==> config.mk <==
export PLATFORM = sky130hd
export DESIGN_NAME = mem_access_unit
export DESIGN_NICKNAME = d
export VERILOG_FILES = /design/src/rtl/mem_access_unit.sv
export SDC_FILE = /design/constraint.sdc
export NUM_CORES = 1
export LEC_CHECK = 0
export BUFFER_PORTS_ARGS = -buffer_cell sky130_fd_sc_hd__buf_4
export CAP_MARGIN = 20
export CORE_ASPECT_RATIO = 2
export CORE_MARGIN = 3
export CORE_UTILIZATION = 40
export DETAILED_ROUTE_END_ITERATION = 10
export PLACE_DENSITY = 0.69
export SLEW_MARGIN = 20
export SYNTH_ARGS = -nofsm -noshare
export SYNTH_HDL_FRONTEND = slang
export SYNTH_SLANG_ARGS = --single-unit
==> constraint.sdc <==
create_clock -name clk -period 6.3 [get_ports clk]
set_input_delay 1.89 -clock clk [delete_from_list [all_inputs] [get_ports clk]]
set_output_delay 1.89 -clock clk [all_outputs]
set_load 0.01 [all_outputs]
==> src/rtl/mem_access_unit.sv <==
// rtl/mem_access_unit.sv - MEM-stage load/store unit with req/ack data bus, stall and registered writeback
module mem_access_unit #(
  parameter int          TIMEOUT  = 16,
  parameter logic [31:0] ERR_DATA = 32'hDEADBEEF
) (
  input  logic        clk,
  input  logic        rst,
  input  logic        MEM_MemWrite,
  input  logic        MEM_LW,
  input  logic        MEM_RegWrite,
  input  logic [1:0]  MEM_DatatoReg,
  input  logic [4:0]  MEM_Rdes,
  input  logic [31:0] MEM_ALUOut,
  input  logic [31:0] MEM_RDataB,
  input  logic [31:0] MEM_PCFour,
  input  logic [31:0] MEM_LuiData,
  output logic        mem_req,
  output logic        mem_we,
  output logic [31:0] mem_addr,
  output logic [31:0] mem_wdata,
  input  logic [31:0] mem_rdata,
  input  logic        mem_ack,
  output logic        mem_stall,
  output logic        WB_RegWrite,
  output logic [4:0]  WB_Rdes,
  output logic [31:0] WB_Data,
  output logic        align_err,
  output logic        bus_err
);

  typedef enum logic [1:0] {IDLE, WAIT, DONE} state_t;

  // Last WAIT cycle index that may still end in a timeout (counter starts at 0).
  localparam logic [7:0] WAIT_LAST = 8'(TIMEOUT - 1);

  state_t      state, state_nxt;
  logic        acc, aligned, misaligned;
  logic        start, ack_hit, timeout_hit;
  logic [7:0]  wait_cnt;
  logic [31:0] load_buf;
  logic        timeout_flag;
  logic [31:0] wb_sel;

  assign acc        = MEM_LW | MEM_MemWrite;
  assign aligned    = (MEM_ALUOut[1:0] == 2'b00);
  assign misaligned = acc & ~aligned;

  always_ff @(posedge clk or negedge rst) begin
    if (!rst) state <= IDLE;
    else      state <= state_nxt;
  end

  always_comb begin
    state_nxt   = state;
    start       = 1'b0;
    ack_hit     = 1'b0;
    timeout_hit = 1'b0;
    mem_stall   = 1'b0;
    case (state)
      IDLE: begin
        if (acc && aligned) begin
          start     = 1'b1;
          mem_stall = 1'b1;
          state_nxt = WAIT;
        end
      end
      WAIT: begin
        mem_stall = 1'b1;
        // An ack arriving on the last allowed cycle still wins over the timeout.
        if (mem_ack) begin
          ack_hit   = 1'b1;
          state_nxt = DONE;
        end else if (wait_cnt >= WAIT_LAST) begin
          timeout_hit = 1'b1;
          state_nxt   = DONE;
        end
      end
      DONE:    state_nxt = IDLE;
      default: state_nxt = IDLE;
    endcase
  end

  always_ff @(posedge clk or negedge rst) begin
    if (!rst) begin
      mem_req      <= 1'b0;
      mem_we       <= 1'b0;
      mem_addr     <= 32'h0;
      mem_wdata    <= 32'h0;
      wait_cnt     <= 8'h0;
      load_buf     <= 32'h0;
      timeout_flag <= 1'b0;
      bus_err      <= 1'b0;
      align_err    <= 1'b0;
    end else begin
      bus_err   <= timeout_hit;
      align_err <= (state == IDLE) & misaligned;
      if (start) begin
        mem_req      <= 1'b1;
        mem_we       <= MEM_MemWrite;
        mem_addr     <= {MEM_ALUOut[31:2], 2'b00};
        mem_wdata    <= MEM_RDataB;
        wait_cnt     <= 8'h0;
        timeout_flag <= 1'b0;
      end else if (state == WAIT) begin
        if (wait_cnt != 8'hFF) wait_cnt <= wait_cnt + 8'h1;
        if (ack_hit) begin
          mem_req  <= 1'b0;
          mem_we   <= 1'b0;
          load_buf <= mem_rdata;
        end else if (timeout_hit) begin
          mem_req      <= 1'b0;
          mem_we       <= 1'b0;
          load_buf     <= ERR_DATA;
          timeout_flag <= 1'b1;
        end
      end else if (state == DONE) begin
        // The flag has already gated the DONE-edge writeback; clear it for the next instruction.
        timeout_flag <= 1'b0;
      end
    end
  end

  always_comb begin
    wb_sel = MEM_ALUOut;
    case (MEM_DatatoReg)
      2'b00: wb_sel = MEM_ALUOut;
      2'b01: wb_sel = load_buf;
      2'b10: wb_sel = MEM_PCFour;
      2'b11: wb_sel = MEM_LuiData;
      default: wb_sel = MEM_ALUOut;
    endcase
  end

  always_ff @(posedge clk or negedge rst) begin
    if (!rst) begin
      WB_RegWrite <= 1'b0;
      WB_Rdes     <= 5'h0;
      WB_Data     <= 32'h0;
    end else if (!mem_stall) begin
      WB_RegWrite <= MEM_RegWrite & ~misaligned & ~timeout_flag;
      WB_Rdes     <= MEM_Rdes;
      WB_Data     <= wb_sel;
    end else begin
      WB_RegWrite <= 1'b0;
    end
  end

endmodule

Yosys cells after proc, flatten, opt, wreduce, memory -nomap -nowiden
Index checks and enable logic that the tools add are counted.
{"block": "word_totals", "word_cells": 77, "register_bits": 147, "output_inout_bits": 107, "input_bits": 173}
{"block": "op_classes", "muxes": 29, "n_eq_ne": 10, "n_lt_le_gt_ge": 1, "n_bitwise": 9, "n_reduce_logical": 14, "add_sub_neg": 1}
{"operator": "one-hot mux 32 bit (4 select lines)", "n": 1}
{"operator": "two-way mux 32 bit", "n": 2}
{"operator": "two-way mux 8 bit", "n": 3}
{"operator": "two-way mux 1 bit", "n": 18}
{"operator": "inequality test 3 bit (second input constant)", "n": 3}
{"operator": "adder 8 x 1 -> 8 bit (second input constant)", "n": 1}
{"operator": "greater-or-equal comparator 8 x 4 -> 1 bit (second input constant)", "n": 1}
{"operator": "inequality test 8 bit (second input constant)", "n": 1}
{"operator": "equality test 2 bit (second input constant)", "n": 3}
{"operator": "zero test 2 bit", "n": 3}
{"operator": "two-way mux 2 bit", "n": 3}
{"operator": "AND reduction 2 bit", "n": 3}
{"operator": "AND reduction 3 bit", "n": 2}
{"operator": "nonzero test 2 bit", "n": 3}
{"operator": "nonzero test 3 bit", "n": 2}
{"operator": "bitwise AND 1 bit", "n": 4}
{"operator": "equality test 2 x 1 -> 1 bit (second input constant)", "n": 2}
{"operator": "NOT 1 bit", "n": 4}
{"operator": "one-hot mux 2 bit (2 select lines)", "n": 1}
{"operator": "inequality test 2 bit (second input constant)", "n": 1}
{"operator": "one-hot mux 1 bit (2 select lines)", "n": 1}
{"operator": "logical AND 1 bit", "n": 1}
{"operator": "OR 1 bit", "n": 1}

Logic depth before layout (Yosys ltp)
Gate-level depths: netlist of the first run.
{"block": "depth", "depth_word": 8, "ltp_mapped": 8, "ltp_nobuf": 5}

Least setup slack after synthesis of the first run
OpenSTA, ideal clock, no wires.
{"block": "synth_timing", "kind": "input port to output port", "from": "input port MEM_LW", "to": "output port mem_stall", "path_buffers": 2, "path_slack_ps": 1649, "t_arrival_ps": 2761, "path_stages": 5, "t_required_ps": 4410, "path_cell_list": "or2_0 > clkbuf_1 > a21oi_2 > nor2_1 > buf_2"}
{"block": "synth_via", "elab_chain_len": 4}
{"element": "start, declared", "line_no": "9", "rtl": "input logic MEM_LW,"}
{"element": "OR 1 bit", "line_no": "44", "rtl": "assign acc = MEM_LW | MEM_MemWrite;"}
{"element": "logical AND 1 bit", "line_no": "61", "rtl": "if (acc && aligned) begin"}
{"element": "two-way mux 1 bit", "line_no": "61"}
{"element": "one-hot mux 1 bit (2 select lines)", "line_no": "59", "rtl": "case (state)"}
{"element": "end, declared", "line_no": "23", "rtl": "output logic mem_stall,"}
No other way between the ends.

Worst setup path in the final report of the first run
Same ends and word-level chain as after synthesis.

==> reports/qor.json, run 1 <==
{
  "place_worst_setup_slack_ps": 1490,
  "warnings_synthesis": 0,
  "cts_hold_repair.buffers": 0,
  "vias": 5381,
  "grt_first_pass_wirelength_um": 29700,
  "chipHeight_um": 186,
  "grt_max_degree": 112,
  "drtIter0Drc": 156,
  "placed_area_um2": 8690,
  "cts-root-buf": "sky130_fd_sc_hd__clkbuf_16",
  "path_clk_slew_ps": 60,
  "startpoint_type": "input port",
  "postSynth.asyncResetShare_pct": 100,
  "post_route_cells_drive_above_1_share_pct": 49.3,
  "fin_worst_hold_slack_ps": 450,
  "fin_area_um2": 9310,
  "worstSkewPairLatency_ps": 420,
  "timing.final.hold_violations": 0,
  "routed_via_density": 5.27,
  "p_switching_mw": 1.02,
  "area.sequential_um2": 3680,
  "worst_slack_ps": 1470,
  "finalClockSkew_ps": 9.23,
  "cts_made_buffers": 17,
  "path_buf_inv": 2,
  "vdd_drop_max_v": 0.000207,
  "critPathRequiredTime_ps": 4410,
  "io-pin-count": 280,
  "insertedDiodeCount": 0,
  "run_status": "completed",
  "grt_use_total_pct": 22.4,
  "fill_cells": 1344,
  "initial_core_util_pct": 40.8,
  "hp-class": "flip-flop to flip-flop",
  "detail-route-antenna-nets": 0,
  "multiInputGateArea_um2": 2610,
  "portion_of_total_power_attributed_to_sequential_cells_pct": 41.3,
  "critPathArrivalTime_ps": 2940,
  "fin_crit_ps": 4830,
  "clockPowerShare_pct": 29.4,
  "dpl_hpwl_um": 14700,
  "clkSinkCount": 147,
  "netlist_area_um2": 6480,
  "fin_tns_setup_ps": 0,
  "die_area_um2": 17800,
  "worstMarginPinSlew_ps": 773,
  "yosys_most_used_dff": "sky130_fd_sc_hd__dfrtp_1",
  "totalWireLength_um": 20000,
  "placeableCoreArea_um2": 15900,
  "postSynthAreaPerCell_um2": 11.9,
  "path_cells": "buf_4 > or2_0 > a21oi_2 > nor2_4 > buf_4",
  "layout_stage_area_growth_over_the_synthesis_result_pct": 43.8,
  "grt_antenna_before_repair": 1,
  "power-per-cell-area_nw_per_um2": 374,
  "final_max_slew_violation_count": 0,
  "clock_tree.htree_level_count": 4,
  "worst_setup_end_kind": "primary output",
  "first_global_vias": 5726,
  "tritoncts": "done",
  "synth_sequential_area_ratio_pct": 56.8,
  "worst_path_largest_cell_delay_ps": 390,
  "cell_internal_pwr_mw": 2.47,
  "critical_path.most_common_cell": "sky130_fd_sc_hd__buf_4",
  "post_cts_resize_count": 0,
  "combinationalPowerShare_pct": 29.3,
  "worstPathMaxFanout": 7,
  "post_synth_num_cell_types": 48,
  "rsz0062_at_grt": "false",
  "cts_max_path_buffers": 2,
  "row_count": 65,
  "post-place-cells": 990,
  "final_period_util_pct": 76.7,
  "place.port_buffers": 277,
  "timing.slew.headroom_pct": 48.3,
  "place_congestion": 0.894,
  "max_cap_violations": 0,
  "synth-edff-count": 0,
  "num-nets-final": 983,
  "syn-instance-count": 544,
  "synth_seq_cells": 147,
  "achievable_freq_ghz": 0.207,
  "stdcell_count": 1022,
  "worst_path_dominant_cell_family": "simple AND/OR/NAND/NOR gates",
  "power.static_leakage_nw": 4.65,
  "worstSetupPathType": "input port to primary output",
  "power.switching_fraction_pct": 29.3,
  "fin_util_pct": 58.7,
  "cts.repair_timing.setup_buffer_count": 0,
  "wire_per_inst_um": 19.6,
  "number_of_design_rule_violations_left_after_detail_routing": 0,
  "finalPower_mw": 3.48,
  "detail_route.first_pass.iterations": 5,
  "die_width_um": 96.0,
  "crit_path_top_delay_cell": "sky130_fd_sc_hd__a21oi_2",
  "grt-ovfl-total": 0,
  "setup_viol": 0
}
==> power by group through the flow <==
stage / combinational (mW) / clock, mW / sequential (mW)
floorplan: 0.420 / 0 / 1.49
global placement: 0.997 / 0 / 1.44
detailed placement: 1.03 / 0 / 1.45
CTS: 1.04 / 1.05 / 1.44
global route: 1.11 / 1.08 / 1.48
finish: 1.02 / 1.02 / 1.44
==> area by class of cell <==
cell class                 count  area share, %
sequential                   147           39.5
timing repair buffer         285           23.2
inverter                       4          0.161
clock inverter                10           1.42
clock buffer                  21           4.94
multi-input combinational    354           28.0
tap                          201           2.70
==> registers in the layout, summed over array words and instances, names as in the netlist, 2 cells and up <==
| register | count |
|---|---|
| WB_Data | 32 |
| WB_Rdes | 5 |
| load_buf | 32 |
| mem_addr | 30 |
| mem_wdata | 32 |
| state | 2 |
| wait_cnt | 8 |
==> final timing paths <==
path                               from           end  slack, ps  depth (start not counted)
max                              MEM_LW     mem_stall       1470                          5
min                        timeout_flag   WB_RegWrite        450                          1
max reg2reg                 wait_cnt[5]  load_buf[26]       3950                          4
min reg2reg                timeout_flag   WB_RegWrite        450                          1
max in group asynchronous           rst  load_buf[12]       3710                          3
min in group asynchronous           rst    WB_Data[6]       1340                          1
==> placed cells by master (no fill, tap or decap), types with 2 or more instances in the layout <==
cell                           n
sky130_fd_sc_hd__a221o_2       4
sky130_fd_sc_hd__dfrtp_1     147
sky130_fd_sc_hd__clkinvlp_4    3
sky130_fd_sc_hd__a21oi_1       4
sky130_fd_sc_hd__and3_1        3
sky130_fd_sc_hd__mux2_2       36
sky130_fd_sc_hd__mux2i_1       2
sky130_fd_sc_hd__a221o_1      20
sky130_fd_sc_hd__clkbuf_8      2
sky130_fd_sc_hd__buf_4       283
sky130_fd_sc_hd__conb_1        2
sky130_fd_sc_hd__nand3_1       3
sky130_fd_sc_hd__nor2_1        8
sky130_fd_sc_hd__clkinv_2      4
sky130_fd_sc_hd__o21ai_0       3
sky130_fd_sc_hd__a31oi_1       3
sky130_fd_sc_hd__nor4_1        2
sky130_fd_sc_hd__inv_1         3
sky130_fd_sc_hd__mux4_2       32
sky130_fd_sc_hd__clkbuf_16    17
sky130_fd_sc_hd__clkbuf_1      2
sky130_fd_sc_hd__nand2_1     195
sky130_fd_sc_hd__bufinv_16     3
sky130_fd_sc_hd__o31ai_1       2
sky130_fd_sc_hd__a22o_2        8
==> cells in the mapped netlist, types with 3 or more instances <==
cell type | n | area (µm²)
sky130_fd_sc_hd__buf_6 | 3 | 33.8
sky130_fd_sc_hd__buf_1 | 3 | 11.3
sky130_fd_sc_hd__nor2_1 | 9 | 33.8
sky130_fd_sc_hd__mux2_2 | 36 | 405
sky130_fd_sc_hd__mux4_2 | 32 | 721
sky130_fd_sc_hd__o21ai_0 | 3 | 15.0
sky130_fd_sc_hd__and3_1 | 4 | 25.0
sky130_fd_sc_hd__a221o_1 | 20 | 200
sky130_fd_sc_hd__clkbuf_1 | 18 | 67.6
sky130_fd_sc_hd__nand3_1 | 4 | 20.0
sky130_fd_sc_hd__inv_1 | 3 | 11.3
sky130_fd_sc_hd__a221o_2 | 4 | 45.0
sky130_fd_sc_hd__a31oi_1 | 3 | 18.8
sky130_fd_sc_hd__dfrtp_1 | 147 | 3680
sky130_fd_sc_hd__nand2_1 | 195 | 732
sky130_fd_sc_hd__a21oi_1 | 4 | 20.0
sky130_fd_sc_hd__a22o_2 | 8 | 80.1
sky130_fd_sc_hd__buf_2 | 14 | 70.1
==> routing by layer <==
layer | part of all wire, % | wire (µm) | track usage (%) | up-vias
li1 | - | - | - | 2428
met1 | 34 | 6830 | 24.1 | 2645
met2 | 55 | 11000 | 39.4 | 258
met3 | 7.5 | 1490 | 5.91 | 48
met4 | 3.5 | 702 | 11.1 | 2
met5 | 0.065 | 13 | 0 | -
==> cell families after synthesis <==
family                   share of synthesized area [%]
other                                           0.0579
flip-flops                                        56.8
adder cells (fa/ha/maj)                          0.193
AND/OR/NAND/NOR                                   14.1
buffers and inverters                             3.28
multiplexers                                      17.9
AO/OA/AOI/OAI                                     7.67
Note: power is estimated with default switching activity, not from simulation.
==> run 2, diff against run 1 <==
--- a/config.mk
+++ b/config.mk
@@ -11,7 +11,7 @@
 export CORE_MARGIN = 3
 export CORE_UTILIZATION = 40
 export DETAILED_ROUTE_END_ITERATION = 10
-export PLACE_DENSITY = 0.69
+export PLACE_DENSITY = 0.72
 export SLEW_MARGIN = 20
 export SYNTH_ARGS = -nofsm -noshare
 export SYNTH_HDL_FRONTEND = slang
==> constraint.sdc (replaced) <==
create_clock -name clk -period 3.9 [get_ports clk]
set_input_delay 1.17 -clock clk [delete_from_list [all_inputs] [get_ports clk]]
set_output_delay 1.17 -clock clk [all_outputs]
set_load 0.01 [all_outputs]
==> reports/qor.json, run 2 (synthesis results as in run 1) <==
{
  "routed_via_density": 5.11,
  "totalWireLength_um": 19400,
  "clockPowerShare_pct": 32.0,
  "place.port_buffers": 277,
  "fin_tns_setup_ps": 0,
  "dpl_hpwl_um": 14300,
  "die_area_um2": 17800,
  "post_route_cells_drive_above_1_share_pct": 49.8,
  "worst_setup_end_kind": "primary output",
  "cts_hold_repair.buffers": 0,
  "num-nets-final": 987,
  "initial_core_util_pct": 40.8,
  "clock_tree.htree_level_count": 4,
  "path_clk_slew_ps": 60,
  "timing.slew.headroom_pct": 54.0,
  "hp-class": "flip-flop to flip-flop",
  "cts_max_path_buffers": 2,
  "run_status": "completed",
  "grt-ovfl-total": 0,
  "final_max_slew_violation_count": 0,
  "vias": 5240,
  "fill_cells": 1346,
  "max_cap_violations": 0,
  "startpoint_type": "input port",
  "drtIter0Drc": 161,
  "worstMarginPinSlew_ps": 689,
  "chipHeight_um": 186,
  "placeableCoreArea_um2": 15900,
  "fin_area_um2": 9430,
  "place_congestion": 0.891,
  "grt_antenna_before_repair": 0,
  "detail_route.first_pass.iterations": 4,
  "cts.repair_timing.setup_buffer_count": 0,
  "cts-root-buf": "sky130_fd_sc_hd__clkbuf_16",
  "vdd_drop_max_v": 0.000313,
  "worstPathMaxFanout": 7,
  "power-per-cell-area_nw_per_um2": 616,
  "combinationalPowerShare_pct": 28.3,
  "largest_registers": "WB_Data x32, load_buf x32, mem_wdata x32",
  "number_of_design_rule_violations_left_after_detail_routing": 0,
  "die_width_um": 96.0,
  "wire_per_inst_um": 18.9,
  "placed_area_um2": 8750,
  "insertedDiodeCount": 0,
  "critPathRequiredTime_ps": 2730,
  "power.switching_fraction_pct": 27.6,
  "portion_of_total_power_attributed_to_sequential_cells_pct": 39.8,
  "grt_use_total_pct": 22.0,
  "critPathArrivalTime_ps": 2220,
  "final_period_util_pct": 87.0,
  "layout_commonest_cell": "sky130_fd_sc_hd__buf_4",
  "layout_stage_area_growth_over_the_synthesis_result_pct": 45.5,
  "first_global_vias": 5491,
  "worstSkewPairLatency_ps": 410,
  "worstSetupPathType": "input port to primary output",
  "detail-route-antenna-nets": 0,
  "io-pin-count": 280,
  "timing.final.hold_violations": 0,
  "cell_internal_pwr_mw": 4.20,
  "cts_made_buffers": 17,
  "power.static_leakage_nw": 4.71,
  "grt_first_pass_wirelength_um": 29200,
  "rsz0062_at_grt": "false",
  "achievable_freq_ghz": 0.295,
  "most-common-layout-cells": "sky130_fd_sc_hd__buf_4, sky130_fd_sc_hd__nand2_1, sky130_fd_sc_hd__dfrtp_1, sky130_fd_sc_hd__mux2_2, sky130_fd_sc_hd__mux4_2",
  "finalClockSkew_ps": 6.37,
  "post_cts_resize_count": 0,
  "setup_viol": 0,
  "clkSinkCount": 147,
  "grt_max_degree": 76,
  "tritoncts": "done",
  "p_switching_mw": 1.60,
  "row_count": 65,
  "fin_crit_ps": 3390
}
[run 2: changes by cell type in the layout (fill, tap and decap cells not counted), sizes merged]
cell and delta:
clkinvlp -2, buf +4, clkinv -1, bufinv +3
[run 2: worst paths after layout]
| check | slack (ps) | depth (start not counted) | from | endpoint |
|---|---|---|---|---|
| setup / recovery | 510 | 5 | MEM_LW | mem_stall |
| hold / removal | 440 | 1 | timeout_flag | WB_RegWrite |
| setup reg to reg | 1740 | 6 | wait_cnt[0] | load_buf[30] |
| hold reg to reg | 440 | 1 | timeout_flag | WB_RegWrite |
| max in group asynchronous | 2230 | 2 | rst | mem_wdata[1] |
| min in group asynchronous | 770 | 1 | rst | mem_wdata[14] |
[run 2: power groups by stage]
stage / clock network, mW / registers (mW) / logic [mW]
3_5_place_dp: 0 / 2.33 / 1.67
4_1_cts: 1.89 / 2.31 / 1.67
2_1_floorplan: 0 / 2.41 / 0.679
5_1_grt: 1.96 / 2.37 / 1.79
6_report: 1.86 / 2.31 / 1.64
3_3_place_gp: 0 / 2.32 / 1.63
[run 2: layout make-up]
type | instances | area, µm² | area share [%]
Timing Repair Buffer | 289 | 2200 | 23.3
Inverter | 4 | 15.0 | 0.159
Tap cell | 201 | 251 | 2.67
Sequential cell | 147 | 3680 | 39.0
Clock buffer | 21 | 470 | 4.99
Clock inverter | 10 | 203 | 2.15
Multi-Input combinational cell | 354 | 2610 | 27.7
[run 2: metrics by stage]
step / cells / worst slack, ps / util (%) / hold WS [ps] / power, mW
after floorplan: 545 / 689 / - / 411 / 3.09
after global placement: 995 / 531 / 55.2 / 422 / 3.95
after detailed placement: 995 / 531 / 55.2 / 432 / 4.00
after CTS: 1026 / 526 / 59.4 / 447 / 5.87
after global routing: 1026 / 472 / 59.4 / 467 / 6.12
final: 1026 / 506 / 59.4 / 443 / 5.81
[run 2: layer usage]
metal  part of all wire [%]  routed length (µm)  track usage (%)
met3                    7.0                1360             4.94
met5                      0                   0                0
met4                    2.3                 448             8.44
met1                     35                6720             24.5
met2                     56               10800             39.7
[run 2: worst max-delay path, stage by stage]
cell,delay (ps)
sky130_fd_sc_hd__buf_4,110
sky130_fd_sc_hd__or2_0,330
sky130_fd_sc_hd__a21oi_2,400
sky130_fd_sc_hd__nor2_4,40
sky130_fd_sc_hd__buf_4,160
